`config.mk`:
```
export PLATFORM = sky130hd
export DESIGN_NAME = apb_controller
export DESIGN_NICKNAME = d
export VERILOG_FILES = /design/src/rtl/apb_controller.sv
export SDC_FILE = /design/constraint.sdc
export NUM_CORES = 1
export LEC_CHECK = 0
export BUFFER_PORTS_ARGS = -buffer_cell sky130_fd_sc_hd__buf_4
export CORE_MARGIN = 2
export CORE_UTILIZATION = 40
export DETAILED_ROUTE_END_ITERATION = 10
export PLACE_DENSITY = 0.83
export SLEW_MARGIN = 20
export SYNTH_ARGS = -nofsm -noshare
export SYNTH_HDL_FRONTEND = slang
export SYNTH_SLANG_ARGS = --single-unit
export TNS_END_PERCENT = 10
```
`constraint.sdc`:
```
create_clock -name Hclk -period 2.35 [get_ports Hclk]
set_clock_uncertainty 0.15 [all_clocks]
set_input_delay 0.47 -clock Hclk [delete_from_list [all_inputs] [get_ports Hclk]]
set_output_delay 0.47 -clock Hclk [all_outputs]
set_load 0.005 [all_outputs]
```
`src/rtl/apb_controller.sv`:
```
// ---------------------------------------------------------------------------
// apb_controller
//
// Bridge-side APB2 master FSM. It accepts one registered AHB transfer at a
// time and runs the SETUP/ACCESS sequence toward the APB interface stage.
// Read data returned on PRDATA is captured into HRDATA when the ACCESS phase
// completes. HREADYOUT is low while a transfer is in flight, which stalls the
// AHB side.
//
// Parameters
//   ACCESS_WAIT  extra ACCESS cycles beyond the first (0..15)
//
// Ports
//   Hclk        in   1   bridge clock, rising edge
//   Hreset      in   1   synchronous, active-high reset
//   valid       in   1   AHB slave i/f presents a valid transfer
//   HADDR_reg   in  32   registered transfer address
//   HWRITE_reg  in   1   registered direction (1 = write)
//   HWDATA      in  32   AHB write data, one cycle after valid for writes
//   TEMPSEL     in   3   one-hot slave decode of HADDR_reg
//   PRDATA      in  32   APB read data
//   PENABLE     out  1   APB enable (ACCESS phase)
//   PWRITE      out  1   APB direction
//   PSEL        out  3   APB one-hot slave select
//   PADDR       out 32   APB address
//   PWDATA      out 32   APB write data
//   HREADYOUT   out  1   1 = bridge idle, can accept a transfer
//   HRDATA      out 32   last captured read data
// ---------------------------------------------------------------------------
module apb_controller #(
  parameter int unsigned ACCESS_WAIT = 0
) (
  input  logic        Hclk,
  input  logic        Hreset,
  input  logic        valid,
  input  logic [31:0] HADDR_reg,
  input  logic        HWRITE_reg,
  input  logic [31:0] HWDATA,
  input  logic [2:0]  TEMPSEL,
  input  logic [31:0] PRDATA,
  output logic        PENABLE,
  output logic        PWRITE,
  output logic [2:0]  PSEL,
  output logic [31:0] PADDR,
  output logic [31:0] PWDATA,
  output logic        HREADYOUT,
  output logic [31:0] HRDATA
);

  typedef enum logic [1:0] {
    IDLE   = 2'd0,
    WWAIT  = 2'd1,
    SETUP  = 2'd2,
    ACCESS = 2'd3
  } state_t;

  state_t      state, next_state;
  logic [3:0]  wait_cnt, wait_cnt_d;
  logic [2:0]  sel_q, sel_q_d;

  // Next values of the registered outputs, computed by the output process.
  logic        penable_d;
  logic        pwrite_d;
  logic [2:0]  psel_d;
  logic [31:0] paddr_d;
  logic [31:0] pwdata_d;
  logic        hreadyout_d;
  logic [31:0] hrdata_d;

  logic accept;

  // A transfer is taken only from IDLE and only when it decodes to a slave;
  // decode misses are silently dropped.
  assign accept = (state == IDLE) && valid && (TEMPSEL != 3'b000);

  // -------------------------------------------------------------------------
  // State and output registers
  // -------------------------------------------------------------------------
  // NOTE: sequential state uses non-blocking assignments so every register
  // samples pre-edge values regardless of process evaluation order.
  always_ff @(posedge Hclk) begin
    if (Hreset) begin
      state     <= IDLE;
      wait_cnt  <= 4'd0;
      sel_q     <= 3'b000;
      PENABLE   <= 1'b0;
      PWRITE    <= 1'b0;
      PSEL      <= 3'b000;
      PADDR     <= 32'd0;
      PWDATA    <= 32'd0;
      HREADYOUT <= 1'b1;
      HRDATA    <= 32'd0;
    end else begin
      state     <= next_state;
      wait_cnt  <= wait_cnt_d;
      sel_q     <= sel_q_d;
      PENABLE   <= penable_d;
      PWRITE    <= pwrite_d;
      PSEL      <= psel_d;
      PADDR     <= paddr_d;
      PWDATA    <= pwdata_d;
      HREADYOUT <= hreadyout_d;
      HRDATA    <= hrdata_d;
    end
  end

  // -------------------------------------------------------------------------
  // Next-state logic
  // -------------------------------------------------------------------------
  always_comb begin
    // NOTE: every combinational output gets a default first, so no path
    // through the case statement can leave it unassigned and infer a latch.
    next_state = state;
    unique case (state)
      IDLE:    if (accept) next_state = HWRITE_reg ? WWAIT : SETUP;
      WWAIT:   next_state = SETUP;
      SETUP:   next_state = ACCESS;
      ACCESS:  if (wait_cnt == 4'd0) next_state = IDLE;
    endcase
  end

  // -------------------------------------------------------------------------
  // Output logic: next values for the registered outputs
  // -------------------------------------------------------------------------
  always_comb begin
    wait_cnt_d  = wait_cnt;
    sel_q_d     = sel_q;
    penable_d   = PENABLE;
    pwrite_d    = PWRITE;
    psel_d      = PSEL;
    paddr_d     = PADDR;
    pwdata_d    = PWDATA;
    hreadyout_d = HREADYOUT;
    hrdata_d    = HRDATA;

    unique case (state)
      IDLE: begin
        if (accept) begin
          sel_q_d     = TEMPSEL;
          paddr_d     = HADDR_reg;
          pwrite_d    = HWRITE_reg;
          hreadyout_d = 1'b0;
          // Reads go straight to SETUP, so PSEL must be up on the next
          // cycle; writes raise it after the WWAIT data-capture cycle.
          if (!HWRITE_reg) psel_d = TEMPSEL;
        end
      end

      WWAIT: begin
        // AHB write data arrives one cycle after the address phase.
        pwdata_d = HWDATA;
        psel_d   = sel_q;
      end

      SETUP: begin
        penable_d  = 1'b1;
        wait_cnt_d = 4'(ACCESS_WAIT);
      end

      ACCESS: begin
        if (wait_cnt != 4'd0) begin
          wait_cnt_d = wait_cnt - 4'd1;
        end else begin
          psel_d      = 3'b000;
          penable_d   = 1'b0;
          hreadyout_d = 1'b1;
          // PRDATA is valid on the final ACCESS edge.
          if (!PWRITE) hrdata_d = PRDATA;
        end
      end
    endcase
  end

endmodule
```
== Word-level counts from Yosys, hierarchy flattened ==
Index checks and enable logic that the tools add are counted.

* Flip-flop bits (word level): 111
* Input port bits: 103
* Output and inout port bits: 102
* Word-level logic and storage cells: 52

* $add $sub $neg: 1
* Equality and inequality tests: 8
* Multiplexer cells: 15
* Bitwise gates (word level): 2
* Reduce and logical (&&, ||, !) cells: 16

{| class="wikitable"
|+ Operators with widths
! operator !! number
|-
| $ne A2 B2 Y1 const B || 5
|-
| $mux W3 || 3
|-
| $pmux W3 S3 || 1
|-
| $pmux W2 S4 || 1
|-
| $pmux W4 S2 || 1
|-
| $reduce_and A2 Y1 || 4
|-
| $mux W2 || 3
|-
| $reduce_and A3 Y1 || 2
|-
| $reduce_bool A3 Y1 || 2
|-
| $eq A2 B2 Y1 const B || 2
|-
| $logic_not A4 Y1 || 1
|-
| $mux W4 || 1
|-
| $pmux W1 S2 || 2
|-
| $reduce_and A4 Y1 || 1
|-
| $reduce_bool A2 Y1 || 2
|-
| $reduce_bool A4 Y1 || 1
|-
| $sub A4 B1 Y4 const B || 1
|-
| $mux W1 || 3
|-
| $eq A2 B1 Y1 const B || 1
|-
| $logic_and A1 B1 Y1 || 2
|-
| $logic_not A2 Y1 || 1
|-
| $not A1 Y1 || 2
|}

== Longest topological paths before layout ==
* Depth in word-level cells: 5
* Mapped depth: 9
* Depth with buffers taken out: 6

== Worst setup path after synthesis ==
No wires, ideal clock.

* Path kind: reg2reg
* Start point: register state[0]
* End point: register sel_q[1]
* Library setup time: 128 ps
* Data arrival time: 1644 ps
* Required time: 2072 ps
* Path slack: 428 ps
* Stages on the path, launching flop included: 10
* Buffers on the path: 3
* Clock period less this slack: 1922 ps
* Cells stage by stage: dfxtp_1 > inv_1 > ha_1 > clkbuf_1 > nand2_1 > or2_2 > buf_2 > buf_2 > a32oi_1 > nor2_1

* Cells in the longest elaborated chain, start to end: 4

{| class="wikitable"
|+ Ends and longest elaborated chain
! element !! RTL line !! text
|-
| from (decl) || 57 || <nowiki>state_t state, next_state;</nowiki>
|-
| from (signal assigned) || 94 || <nowiki>state <= next_state;</nowiki>
|-
| $logic_not A2 Y1 (*) || 74, 136 ||
|-
| $logic_and A1 B1 Y1 (2 in a row) || 74 || <nowiki>assign accept = (state == IDLE) && valid && (TEMPSEL != 3'b000);</nowiki>
|-
| $reduce_and A2 Y1 (no line) (*) || - ||
|-
| to (signal assigned) || 96 || <nowiki>sel_q <= sel_q_d;</nowiki>
|-
| to (decl) || 59 || <nowiki>logic [2:0] sel_q, sel_q_d;</nowiki>
|}

Mark *: on every way between the ends. The rest lies on a longest branch, timed or not.
A chain may end at the register's enable or synchronous reset.

== Worst setup path in the final report ==
* Start point: register wait_cnt[0]
* End point: register state[0]

* Cells in the longest elaborated chain, start to end: 3

{| class="wikitable"
|+ Ends and longest elaborated chain
! element !! RTL line !! text
|-
| from (decl) || 58 || <nowiki>logic [3:0] wait_cnt, wait_cnt_d;</nowiki>
|-
| from (signal assigned) || 95 || <nowiki>wait_cnt <= wait_cnt_d;</nowiki>
|-
| $logic_not A4 Y1 || 118 || <nowiki>ACCESS: if (wait_cnt == 4'd0) next_state = IDLE;</nowiki>
|-
| $ne A2 B2 Y1 (no line) || - ||
|-
| $reduce_and A2 Y1 (no line) || - ||
|}

Every way passes these cells.

==> impl_metrics.csv <==
group,metric,value,unit
worst_setup_path,required,2.46,ns
grt,gr-total-overflow,0,
placement,io_buffer_count,204,
grt,grt_pass1_vias,3794,
pwr,irDropWorstVdd,0.000407,V
final_layout,layout.nets,788,
grt,gr-usage-met2,32.7,%
die,rows,37,
die,initial_utilization,40.8,%
sta,finalCriticalPeriod,2.12,ns
final_layout,area_growth,44.5,%
clock_tree,cts_buffers,9,
worst_setup_path,cp-start-kind,"register",
synthesis,synthArstFlopShare,0,%
pwr,p_int,0.00349,W
synthesis,synth_flop_cell,"dfxtp_1",
sta,whs,0.192,ns
clock_tree,path_clk_slew,0.10,ns
final_layout,n_antenna_cell,0,
die,die_y,106,µm
grt,globalRouteMet1Util,20.1,%
grt,grt_pass1_wl,16.8,mm
placement,globalplace.congestion,0.843,
synthesis,ys_seq_area_share,53.4,%
worst_setup_path,rr_worst_depth,6,
synthesis,synthesis.nets,596,
clock_tree,clk_latency,0.36,ns
sta,worst_pin_slew,0.659,ns
final_layout,layout-drive-gt1-share,34.5,%
detailed_routing,drt-wirelength-per-cell,12.7,µm
clock_tree,cts_tree,"built",
grt,antenna_found_initial,0,
worst_setup_path,critPathMaxStageDelay,0.51,ns
grt,busiest_layer,"met2",
sta,setup-violations-final,0,
clock_tree,cts_htree_levels,3,
detailed_routing,drtIter0Drc,132,
detailed_routing,routed_wl,10.4,mm
pwr,swShare,31.9,%
synthesis,synth_common_cells,"137 x nand2_1, 111 x dfxtp_1, 76 x a21oi_1",
synthesis,synth_most_common_cell,"nand2_1",
synthesis,synth_area_leader_cell,"dfxtp_1",
pwr,p_per_area,853,nW/µm²
clock_tree,post_cts_buffers,0,
placement,pre_cts_slack,0.240,ns
synthesis,ys_warn_count,0,
die,core_area,10200,µm²
sta,tns,0,ns
detailed_routing,first_pass_iters,4,
pwr,power_frac_clock,21.2,%
sta,relSlewSlack,56.1,%
clock_tree,clockBufferDepth,2,
synthesis,synth_area_leaders,"dfxtp_1 53%, nand2_1 12%, a21oi_1 9.1%",
synthesis,syn_area,4160,µm²
clock_tree,cts_sinks,111,
detailed_routing,drcViolationCount,0,
detailed_routing,vias_per_cell,4.77,
sta,rsz0062_at_grt,"false",
grt,grt_max_degree,53,
detailed_routing,ant_nets,0,
placement,post-dp-hpwl,7.81,mm
worst_setup_path,cp-end-kind,"register",
die,die_w,106,µm
outcome,status,"completed",
sta,finalMaxSlewViolations,0,
worst_setup_path,crit_slowest_cell,"or3b_1",
pwr,switchingPower,0.00163,W
synthesis,netlist_instances,485,
sta,finalHoldViolations,0,
min_path,worstHoldPathCells,3,
synthesis,synth_edf_count,0,
flow_run,max_cap_viol_count,0,
pwr,power_frac_seq,45.9,%
clock_tree,cts_resized,0,
clock_tree,cts_root_buf,"clkbuf_8",
synthesis,ys_ff_latch,111,
worst_setup_path,cp_cell_sequence,"inv_1, ha_1, or3b_1, a22oi_1, nor2_1, a211oi_1",
worst_setup_path,critPathTopFamily,"compound AO/OA/AOI/OAI gates",
pwr,p_comb_share,32.9,%
min_path,hold_class,"in2reg",
sta,fin_ws,0.230,ns
die,ios,205,
clock_tree,cts_hold_buf,0,
worst_setup_path,path_class,"reg2reg",
sta,post-route-period-util,90.2,%
sta,max_freq,472,MHz
detailed_routing,vias,3902,
worst_setup_path,cp_max_fo,7,
final_layout,fillCellCount,911,
die,dieArea,11200,µm²
worst_setup_path,worst_ep_arrival_time,2.23,ns
worst_setup_path,path_buf_inv,1,
grt,grt_usage,18.1,%
synthesis,synth_top_area_share,53.4,%
worst_setup_path,worst-path-stages,6,
grt,use_met3,5.03,%
synthesis,synth_cell_types,32,
pwr,p_leak,2.62,nW
synthesis,syn_avg_cell_area,8.57,µm²
[layout by cell type (no fill, tap or decap), drive strengths merged, types with 8 or more instances in the layout]
master	count
buf	214
nand2	137
dfxtp	111
a21oi	76
nor2	41
mux2i	32
clkbuf	11
nor3	9
inv	9
ha	8
[metal layers]
layer / share of wire, % / wire [µm] / vias up
met2: 50 / 5160 / 142
met3: 8.2 / 848 / 11
met4: 1.4 / 149 / 0
li1: - / - / 1977
met1: 41 / 4230 / 1772
met5: 0 / 0 / -
[sequential cells by signal, summed over array words and instances, names as in the netlist]
name and count:
HREADYOUT 1, PSEL 3, PADDR 32, wait_cnt 4
HRDATA 32, PWDATA 32, sel_q 3, state 2
PWRITE 1, PENABLE 1
[metrics by stage]
| stage | utilization, % | cell area (µm²) | cells | power, W |
|---|---|---|---|---|
| 2_1_floorplan | - | 4160 | 485 | 0.00332 |
| 3_3_place_gp | 57.1 | 5820 | 802 | 0.00402 |
| 3_5_place_dp | 57.1 | 5820 | 802 | 0.00410 |
| 4_1_cts | 59.0 | 6010 | 818 | 0.00520 |
| 5_1_grt | 59.0 | 6010 | 818 | 0.00547 |
| 6_report | 59.0 | 6010 | 818 | 0.00513 |
[cells by family (layout without fill, tap and decap cells)]
group	after synthesis	after routing	synth area share, %
AOI/OAI and AO/OA	95	95	12.4
xor gates and xnor gates	1	1	0.211
adders and majority gates	8	8	2.41
buffers and inverters	39	236	4.33
DFF	111	111	53.4
muxes	32	32	7.70
and+or+nand+nor	199	199	19.5
[final cells by class]
cell class	count	area (µm²)	share of cell area (%)
well taps	136	170	2.83
clock buffers	11	151	2.52
inverters	6	22.5	0.375
repair buffers	214	1640	27.4
multi-input cells	335	1760	29.3
clock inverters	5	38.8	0.645
flip-flops and latches	111	2220	37.0
[path summary, 6_finish.rpt]
path,slack (ns),end,from
worst min-delay path,0.19,PWDATA[9]$_SDFFE_PP0N_,HWDATA[9]
worst max-delay path,0.23,state[0]$_SDFFE_PP0P_,wait_cnt[0]$_SDFFE_PP0P_
worst max register to register,0.23,state[0]$_SDFFE_PP0P_,wait_cnt[0]$_SDFFE_PP0P_
worst min register to register,0.31,HRDATA[4]$_SDFFE_PP0P_,HRDATA[4]$_SDFFE_PP0P_
[worst min-delay path, delay by kind of cell]
family,cells,cell delay (ns)
buffers and inverters,1,0.08
multiplexers,1,0.05
AND/OR/NAND/NOR,1,0.07
[power groups by stage]
stage	sequential [W]	combinational, W	clock [W]
CTS	0.00235	0.00171	0.00114
floorplan	0.00239	0.000931	0
global placement	0.00238	0.00165	0
detailed placement	0.00239	0.00171	0
global route	0.00239	0.00187	0.00121
finish	0.00235	0.00169	0.00109
No activity file was read; power rests on OpenSTA's default activity.
